--- src/rtl/alu_op_sequencer.sv ---
// Sequences one ALU operation at a time: registers operands, holds them for a
// per-opcode settling window, then captures RZ. Optional ALU_OP_SEQUENCER_STATS_EN adds op_count.
module alu_op_sequencer #(
  parameter int unsigned MULDIV_CYCLES = 4,
  parameter logic [4:0]  MUL_OP        = 5'b01111,
  parameter logic [4:0]  DIV_OP        = 5'b10000
) (
  input  logic        clk,
  input  logic        reset,
  input  logic        req_valid,
  output logic        req_ready,
  input  logic [4:0]  req_opcode,
  input  logic [31:0] req_a,
  input  logic [31:0] req_b,
  output logic [31:0] alu_ra,
  output logic [31:0] alu_rb,
  output logic [4:0]  alu_opcode,
  input  logic [63:0] alu_rz,
  output logic        rsp_valid,
  input  logic        rsp_ready,
  output logic [31:0] rsp_lo,
  output logic [31:0] rsp_hi,
  output logic        rsp_err,
`ifdef ALU_OP_SEQUENCER_STATS_EN
  output logic [15:0] op_count,
`endif
  output logic        busy
);

  localparam int unsigned CNT_W = 4;

  typedef enum logic [1:0] {
    IDLE = 2'd0,
    EXEC = 2'd1,
    DONE = 2'd2
  } state_t;

  state_t             state;
  logic [CNT_W-1:0]   cnt;
  logic               is_muldiv;
  logic               div_by_zero;

  assign is_muldiv   = (req_opcode == MUL_OP) || (req_opcode == DIV_OP);
  assign div_by_zero = (req_opcode == DIV_OP) && (req_b == 32'd0);

  // Main sequencer; all handshake outputs are registered alongside the state.
  always_ff @(posedge clk) begin
    if (reset) begin
      state      <= IDLE;
      cnt        <= '0;
      alu_ra     <= '0;
      alu_rb     <= '0;
      alu_opcode <= '0;
      rsp_lo     <= '0;
      rsp_hi     <= '0;
      rsp_err    <= 1'b0;
      rsp_valid  <= 1'b0;
      busy       <= 1'b0;
      req_ready  <= 1'b1;
    end else begin
      case (state)
        IDLE: begin
          if (req_valid) begin
            alu_opcode <= req_opcode;
            alu_ra     <= req_a;
            alu_rb     <= req_b;
            req_ready  <= 1'b0;
            busy       <= 1'b1;
            if (div_by_zero) begin
              rsp_lo    <= '0;
              rsp_hi    <= '0;
              rsp_err   <= 1'b1;
              rsp_valid <= 1'b1;
              state     <= DONE;
            end else begin
              cnt   <= is_muldiv ? CNT_W'(MULDIV_CYCLES - 1) : '0;
              state <= EXEC;
            end
          end
        end
        EXEC: begin
          if (cnt == '0) begin
            rsp_lo    <= alu_rz[31:0];
            rsp_hi    <= alu_rz[63:32];
            rsp_err   <= 1'b0;
            rsp_valid <= 1'b1;
            state     <= DONE;
          end else begin
            cnt <= cnt - CNT_W'(1);
          end
        end
        DONE: begin
          if (rsp_ready) begin
            rsp_valid <= 1'b0;
            req_ready <= 1'b1;
            busy      <= 1'b0;
            state     <= IDLE;
          end
        end
        default: begin
          state     <= IDLE;
          rsp_valid <= 1'b0;
          req_ready <= 1'b1;
          busy      <= 1'b0;
        end
      endcase
    end
  end

`ifdef ALU_OP_SEQUENCER_STATS_EN
  // Saturating count of response handshakes, error responses included.
  always_ff @(posedge clk) begin
    if (reset) begin
      op_count <= '0;
    end else if (rsp_valid && rsp_ready && (op_count != 16'hFFFF)) begin
      op_count <= op_count + 16'd1;
    end
  end
`endif

endmodule

--- config.mk ---
export PLATFORM = sky130hd
export DESIGN_NAME = alu_op_sequencer
export DESIGN_NICKNAME = d
export VERILOG_FILES = /design/src/rtl/alu_op_sequencer.sv
export SDC_FILE = /design/constraint.sdc
export NUM_CORES = 1
export LEC_CHECK = 0
export BUFFER_PORTS_ARGS = -buffer_cell sky130_fd_sc_hd__buf_2
export CORE_MARGIN = 1
export CORE_UTILIZATION = 49
export CTS_CLUSTER_SIZE = 20
export DETAILED_ROUTE_END_ITERATION = 8
export PLACE_DENSITY = 0.85
export REMOVE_ABC_BUFFERS = 1
export SLEW_MARGIN = 0
export SYNTH_ARGS = -nofsm -noshare
export SYNTH_HDL_FRONTEND = slang
export SYNTH_SLANG_ARGS = --single-unit
--- constraint.sdc ---
create_clock -name clk -period 3.05 [get_ports clk]
set_input_delay 0.305 -clock clk [delete_from_list [all_inputs] [get_ports clk]]
set_output_delay 0.305 -clock clk [all_outputs]
set_load 0.01 [all_outputs]
==> results of run 1 <==
-- per-layer routing --
| metal | share of wire (%) | up-vias |
|---|---|---|
| met2 | 51 | 197 |
| met5 | 0 | - |
| met4 | 1.6 | 0 |
| met1 | 40 | 2385 |
| met3 | 7.8 | 20 |
| li1 | - | 2631 |
-- flip-flops by register name (all words and copies together) (netlist names) --
register	flops
alu_ra	32
alu_rb	32
rsp_hi	32
rsp_lo	32
alu_opcode	5
cnt	4
state	2
busy	1
req_ready	1
rsp_err	1
rsp_valid	1
-- cell families after synthesis --
family / synth area share, %
AO/OA/AOI/OAI: 8.916
buffers and inverters: 4.205
adder cells (fa/ha/maj): 0.4595
flip-flops: 52.57
multiplexers: 11.97
AND/OR/NAND/NOR: 21.87
-- synthesized netlist by cell type --
cell | n | area (um^2)
dfxtp_1 | 143 | 2863
nand2b_1 | 5 | 31.28
a31oi_1 | 1 | 6.260
mux2i_1 | 64 | 640.6
a211oi_1 | 1 | 7.510
nor2_1 | 8 | 30.03
o21ai_0 | 2 | 10.01
nor4_1 | 10 | 62.56
a21oi_1 | 73 | 365.4
a221oi_2 | 1 | 15.01
or3b_2 | 1 | 8.760
inv_1 | 4 | 15.01
a311oi_1 | 1 | 8.760
a221oi_1 | 1 | 8.760
a32o_1 | 1 | 10.01
or3_4 | 1 | 11.26
a21o_1 | 1 | 7.510
nor3_1 | 2 | 10.01
buf_6 | 4 | 45.04
a31o_2 | 1 | 8.760
clkbuf_1 | 39 | 146.4
mux2_2 | 1 | 11.26
o31ai_1 | 1 | 7.510
o21a_1 | 1 | 7.510
a22oi_1 | 1 | 7.510
nand2_1 | 268 | 1006
inv_2 | 1 | 3.750
nand4_1 | 3 | 18.77
o22ai_1 | 1 | 6.260
ha_1 | 2 | 25.02
o22a_1 | 1 | 8.760
nor2b_1 | 2 | 12.51
buf_2 | 3 | 15.01
buf_1 | 1 | 3.750
-- final timing paths --
kind	start	to	depth (start not counted)
worst min register to register	alu_ra[26]$_SDFFE_PP0P_	alu_ra[26]$_SDFFE_PP0P_	2
worst min-delay path	req_a[11]	alu_ra[11]$_SDFFE_PP0P_	3
worst max-delay path	req_b[20]	rsp_lo[15]$_SDFFE_PP0P_	7
worst max register to register	cnt[1]$_SDFFE_PP0P_	rsp_lo[15]$_SDFFE_PP0P_	6
-- metrics by stage --
stage | area [um^2] | power (mW) | hold WS, ns
4_1_cts | 7541 | 4.897 | 0.01295
6_report | 7541 | 4.855 | 0.04114
3_5_place_dp | 6903 | 2.676 | 0.4434
5_1_grt | 7541 | 5.058 | 0.009185
3_3_place_gp | 6903 | 2.667 | 0.4390
2_1_floorplan | 5235 | 2.399 | 0.3712
-- worst max-delay path: stages --
cell and delay (ns):
buf_2 0.11, nor4_1 0.67, nand4_1 0.28, or3_4 0.46, o22a_4 0.41, buf_12 0.26
mux2i_1 0.14
-- cell type report --
| cell class | instances | area [um^2] | share of cell area [%] |
|---|---|---|---|
| Sequential cell | 143 | 2863 | 37.96 |
| Multi-Input combinational cell | 455 | 2380 | 31.56 |
| Timing Repair Buffer | 283 | 1466 | 19.45 |
| Clock buffer | 18 | 427.9 | 5.674 |
| Clock inverter | 12 | 210.2 | 2.787 |
| Tap cell | 140 | 175.2 | 2.323 |
| Inverter | 5 | 18.77 | 0.2489 |
-- power by group through the flow --
stage / Combinational [mW] / Clock, mW / Sequential [mW]
detailed placement: 0.623 / 0 / 2.05
floorplan: 0.303 / 0 / 2.10
global placement: 0.617 / 0 / 2.05
finish: 0.619 / 2.22 / 2.01
global route: 0.680 / 2.35 / 2.02
CTS: 0.625 / 2.26 / 2.01
==> impl_metrics.tcl, run 1 <==
set metrics [dict create \
    finalCritPeriodShare_pct 75.05 \
    overflow 0 \
    synthDistinctLibCells 34 \
    p_switching_mw 1.193 \
    h-tree-depth 4 \
    startpoint_type "input pin" \
    reg2reg_setup_slack_ns 1.00 \
    drtPass1Iterations 4 \
    top_usage_layer "met2" \
    drt_iter0_drc 300 \
    die_area_um2 11540 \
    drv_slew 0 \
    maxCapViolations 0 \
    place_hpwl_mm 10.09 \
    gp_congestion 0.7677 \
    dpl.cell_count 1026 \
    min_period_ns 2.289 \
    antenna_left 0 \
    comb_power_share_pct 12.8 \
    p_leak_nw 3.816 \
    antenna_found_initial 0 \
    powerDensity_nw_per_um2 643.8 \
    hold_viol 0 \
    post_cts_buffers 0 \
    avgSynthCellArea_um2 8.377 \
    nFillCells 899 \
    syn2layout_area_growth_pct 38.49 \
    grt_max_degree 79 \
    ys_seq_area_share_pct 52.57 \
    ir_drop_mv 0.3427 \
    gr-usage-met1_pct 26.53 \
    crit_path_end_kind "register" \
    swShare_pct 24.58 \
    arrival_ns 2.66 \
    io_pins 274 \
    hp-class "in -> reg" \
    fmax_mhz 436.9 \
    drive_above_1_share_pct 35.26 \
    power.internal_mw 3.662 \
    layout_setup_ws_ns 0.7609 \
    cp.required_ns 3.43 \
    stdcell_count 1056 \
    die_h_um 107.4 \
    setup_tns_ns 0 \
    fp.dieW_um 107.4 \
    status "finished, final reports clean" \
    wl_per_cell_um 13.50 \
    clock_tree.root_cell "clkbuf_8" \
    final_common_cell "buf_2" \
    path_max_fanout 29 \
    grt_pass1_wl_mm 21.81 \
    p_clk_share_pct 45.8 \
    finClkSkew_ns 0.007013 \
    first_global_vias 4681 \
    hold_buffers 0 \
    drc_errors 0 \
    cts-buffers-inserted 17 \
    fin_util_pct 69.56 \
    final_cell_mix "273 x buf_2, 268 x nand2_1, 143 x dfxtp_1, 73 x a21oi_1, 64 x mux2i_1" \
    postSynthCellCount 650 \
    clock_path_buffers 2 \
    cts_tree "done" \
    vias_per_cell 4.955 \
    slew_headroom_pct 47.59 \
    num_rows 38 \
    place.port_buffers 273 \
    crit_type "in -> reg" \
    rsz0062_at_grt "false" \
    core-area_um2 10840 \
    setup_viol 0 \
    final_nets 1044 \
    clk_pin_slew_ns 0.06 \
    cts_resized 0 \
    netlist_area_um2 5445 \
    worstSkewPairLatency_ns 0.50 \
    grtUsageTotal_pct 24.24 \
    seqPwrFrac_pct 41.5 \
    vias 5233 \
    start_util_pct 50.23 \
    cts_sinks 143 \
    pre_cts_ws_ns 0.1752 \
    met3_usage_pct 8.051 \
    met2_usage_pct 43.36 \
    ys_seq_elements 143 \
    yosysWarnings 0 \
    routed_wl_mm 14.26 \
    num_antenna_cells 0 \
    worst_pin_slew_ns 0.7861 \
]
No activity file was read; power rests on OpenSTA's default activity.
==> run 2: changes to the inputs <==
- CORE_UTILIZATION: 49 -> 41
- PLACE_DENSITY: 0.85 -> 0.76
- clock period: 3.05 -> 2 ns (I/O delays scaled with it)
==> run 2 against run 1 <==
  * Clock skew rose by 0.00097 ns
  * Utilization down 9.7 points
  * Sequential power is 53% higher
  * Sequential share of layout area down 0.55 points
==> impl_metrics.tcl, run 2 (same netlist as run 1, synthesis figures left out) <==
set metrics [dict create \
    grt_pass1_wl_mm 21.98 \
    antenna_left 0 \
    finClkSkew_ns 0.007979 \
    worstSkewPairLatency_ns 0.41 \
    p_leak_nw 3.861 \
    drv_slew 0 \
    drive_above_1_share_pct 35.56 \
    final_cell_mix "273 x buf_2, 268 x nand2_1, 143 x dfxtp_1, 73 x a21oi_1, 64 x mux2i_1" \
    hold_buffers 0 \
    min_from "alu_rz[22]" \
    cts_resized 0 \
    swShare_pct 24.08 \
    maxCapViolations 0 \
    reg2reg_setup_slack_ns 0.13 \
    dpl.cell_count 1069 \
    holdPathStages 3 \
    core-area_um2 12770 \
    cp.required_ns 2.28 \
    io_pins 274 \
    slew_headroom_pct 66.59 \
    vias 5239 \
    power.internal_mw 5.509 \
    p_switching_mw 1.747 \
    cts_sinks 143 \
    clock_tree.root_cell "clkbuf_16" \
    drc_errors 0 \
    crit_type "reg -> reg" \
    cts_tree "done" \
    crit_path_end_kind "register" \
    routed_wl_mm 15.03 \
    fp.dieW_um 117.2 \
    ff2ff_path_depth 6 \
    seqPwrFrac_pct 42.3 \
    ir_drop_mv 0.6024 \
    startpoint_type "register" \
    antenna_found_initial 0 \
    final_cell_area_um2 7652 \
    syn2layout_area_growth_pct 40.53 \
    hold_ws_ns 0.02582 \
    die_area_um2 13750 \
    hold_viol 0 \
    p_clk_share_pct 44.2 \
    grt_max_degree 71 \
    status "finished, final reports clean" \
    cts-buffers-inserted 17 \
    rsz0062_at_grt "false" \
    timing.rr.start "cnt[0]$_SDFFE_PP0P_" \
    vias_per_cell 4.763 \
    stdcell_count 1100 \
    drtPass1Iterations 4 \
    p_total_mw 7.256 \
    finalCritPeriodShare_pct 93.36 \
    wl_per_cell_um 13.66 \
    post_cts_buffers 0 \
    first_global_vias 4641 \
    path_max_fanout 39 \
    clock_path_buffers 2 \
    h-tree-depth 4 \
    grtUsageTotal_pct 20.86 \
    start_util_pct 42.63 \
    r2r-end "rsp_lo[26]$_SDFFE_PP0P_" \
    fmax_mhz 535.6 \
    place.port_buffers 273 \
    hp-class "in -> reg" \
    die_h_um 117.2 \
    place_hpwl_mm 10.90 \
    final_common_cell "buf_2" \
    hold_end "rsp_lo[22]$_SDFFE_PP0P_" \
    place_area_um2 7051 \
    clk_pin_slew_ns 0.06 \
    arrival_ns 2.15 \
    num_rows 41 \
    setup_tns_ns 0 \
    min_period_ns 1.867 \
    overflow 0 \
    setup_viol 0 \
    gp_congestion 0.7520 \
    comb_power_share_pct 13.5 \
    drt_iter0_drc 275 \
    num_antenna_cells 0 \
    worst_pin_slew_ns 0.5011 \
    powerDensity_nw_per_um2 948.2 \
    final_nets 1055 \
]
-- run 2: how the worst max path moves through the flow --
stage / start / to / slack [ns]
after detailed placement: req_b[23] / rsp_hi[7]$_SDFFE_PP0P_ / -0.15
after floorplan: state[1]$_SDFFE_PP0P_ / rsp_valid$_SDFFE_PP0P_ / -2.43
after global placement: req_b[23] / rsp_lo[0]$_SDFFE_PP0P_ / -0.13
after global routing: cnt[0]$_SDFFE_PP0P_ / rsp_lo[26]$_SDFFE_PP0P_ / 0.04
final: cnt[0]$_SDFFE_PP0P_ / rsp_lo[26]$_SDFFE_PP0P_ / 0.13
after CTS: cnt[0]$_SDFFE_PP0P_ / rsp_hi[7]$_SDFFE_PP0P_ / 0.14
-- run 2: worst max-delay path: stages, from the launching register on --
cell     delay (ns)
dfxtp_1        0.34
inv_1          0.10
ha_1           0.14
or3b_2         0.49
o22a_4         0.29
buf_12         0.19
mux2i_1        0.15
-- run 2: final cells by class --
class                      count  area (um^2)
multi-input combinational    455         2380
inverter                       5        18.77
clock buffer                  26        499.2
sequential                   143         2863
tap                          172        215.2
clock inverter                 5        102.6
fill                        1158         5121
timing repair buffer         294         1574
-- run 2: through the flow --
stage | utilization (%) | worst slack, ns
final | 59.91 | 0.1328
after global routing | 59.91 | 0.03914
after CTS | 59.91 | 0.1354
after detailed placement | 55.20 | -0.1485
after global placement | 55.20 | -0.1256
after floorplan | - | -2.428
-- run 2: power by group through the flow --
stage               Clock (mW)  Sequential, mW  Combinational [mW]
floorplan                    0            3.20               0.462
global placement             0            3.12               0.977
detailed placement           0            3.13               0.986
CTS                       3.27            3.07               0.989
global route              3.42            3.09                1.09
finish                    3.21            3.07               0.980
-- run 2: routing by layer --
layer	GRT usage [%]	routed length, um	vias to the layer above
met3	7.261	1339	21
met5	0	0	-
li1	-	-	2661
met4	8.439	261	0
met2	36.86	7320	204
met1	22.77	6104	2353
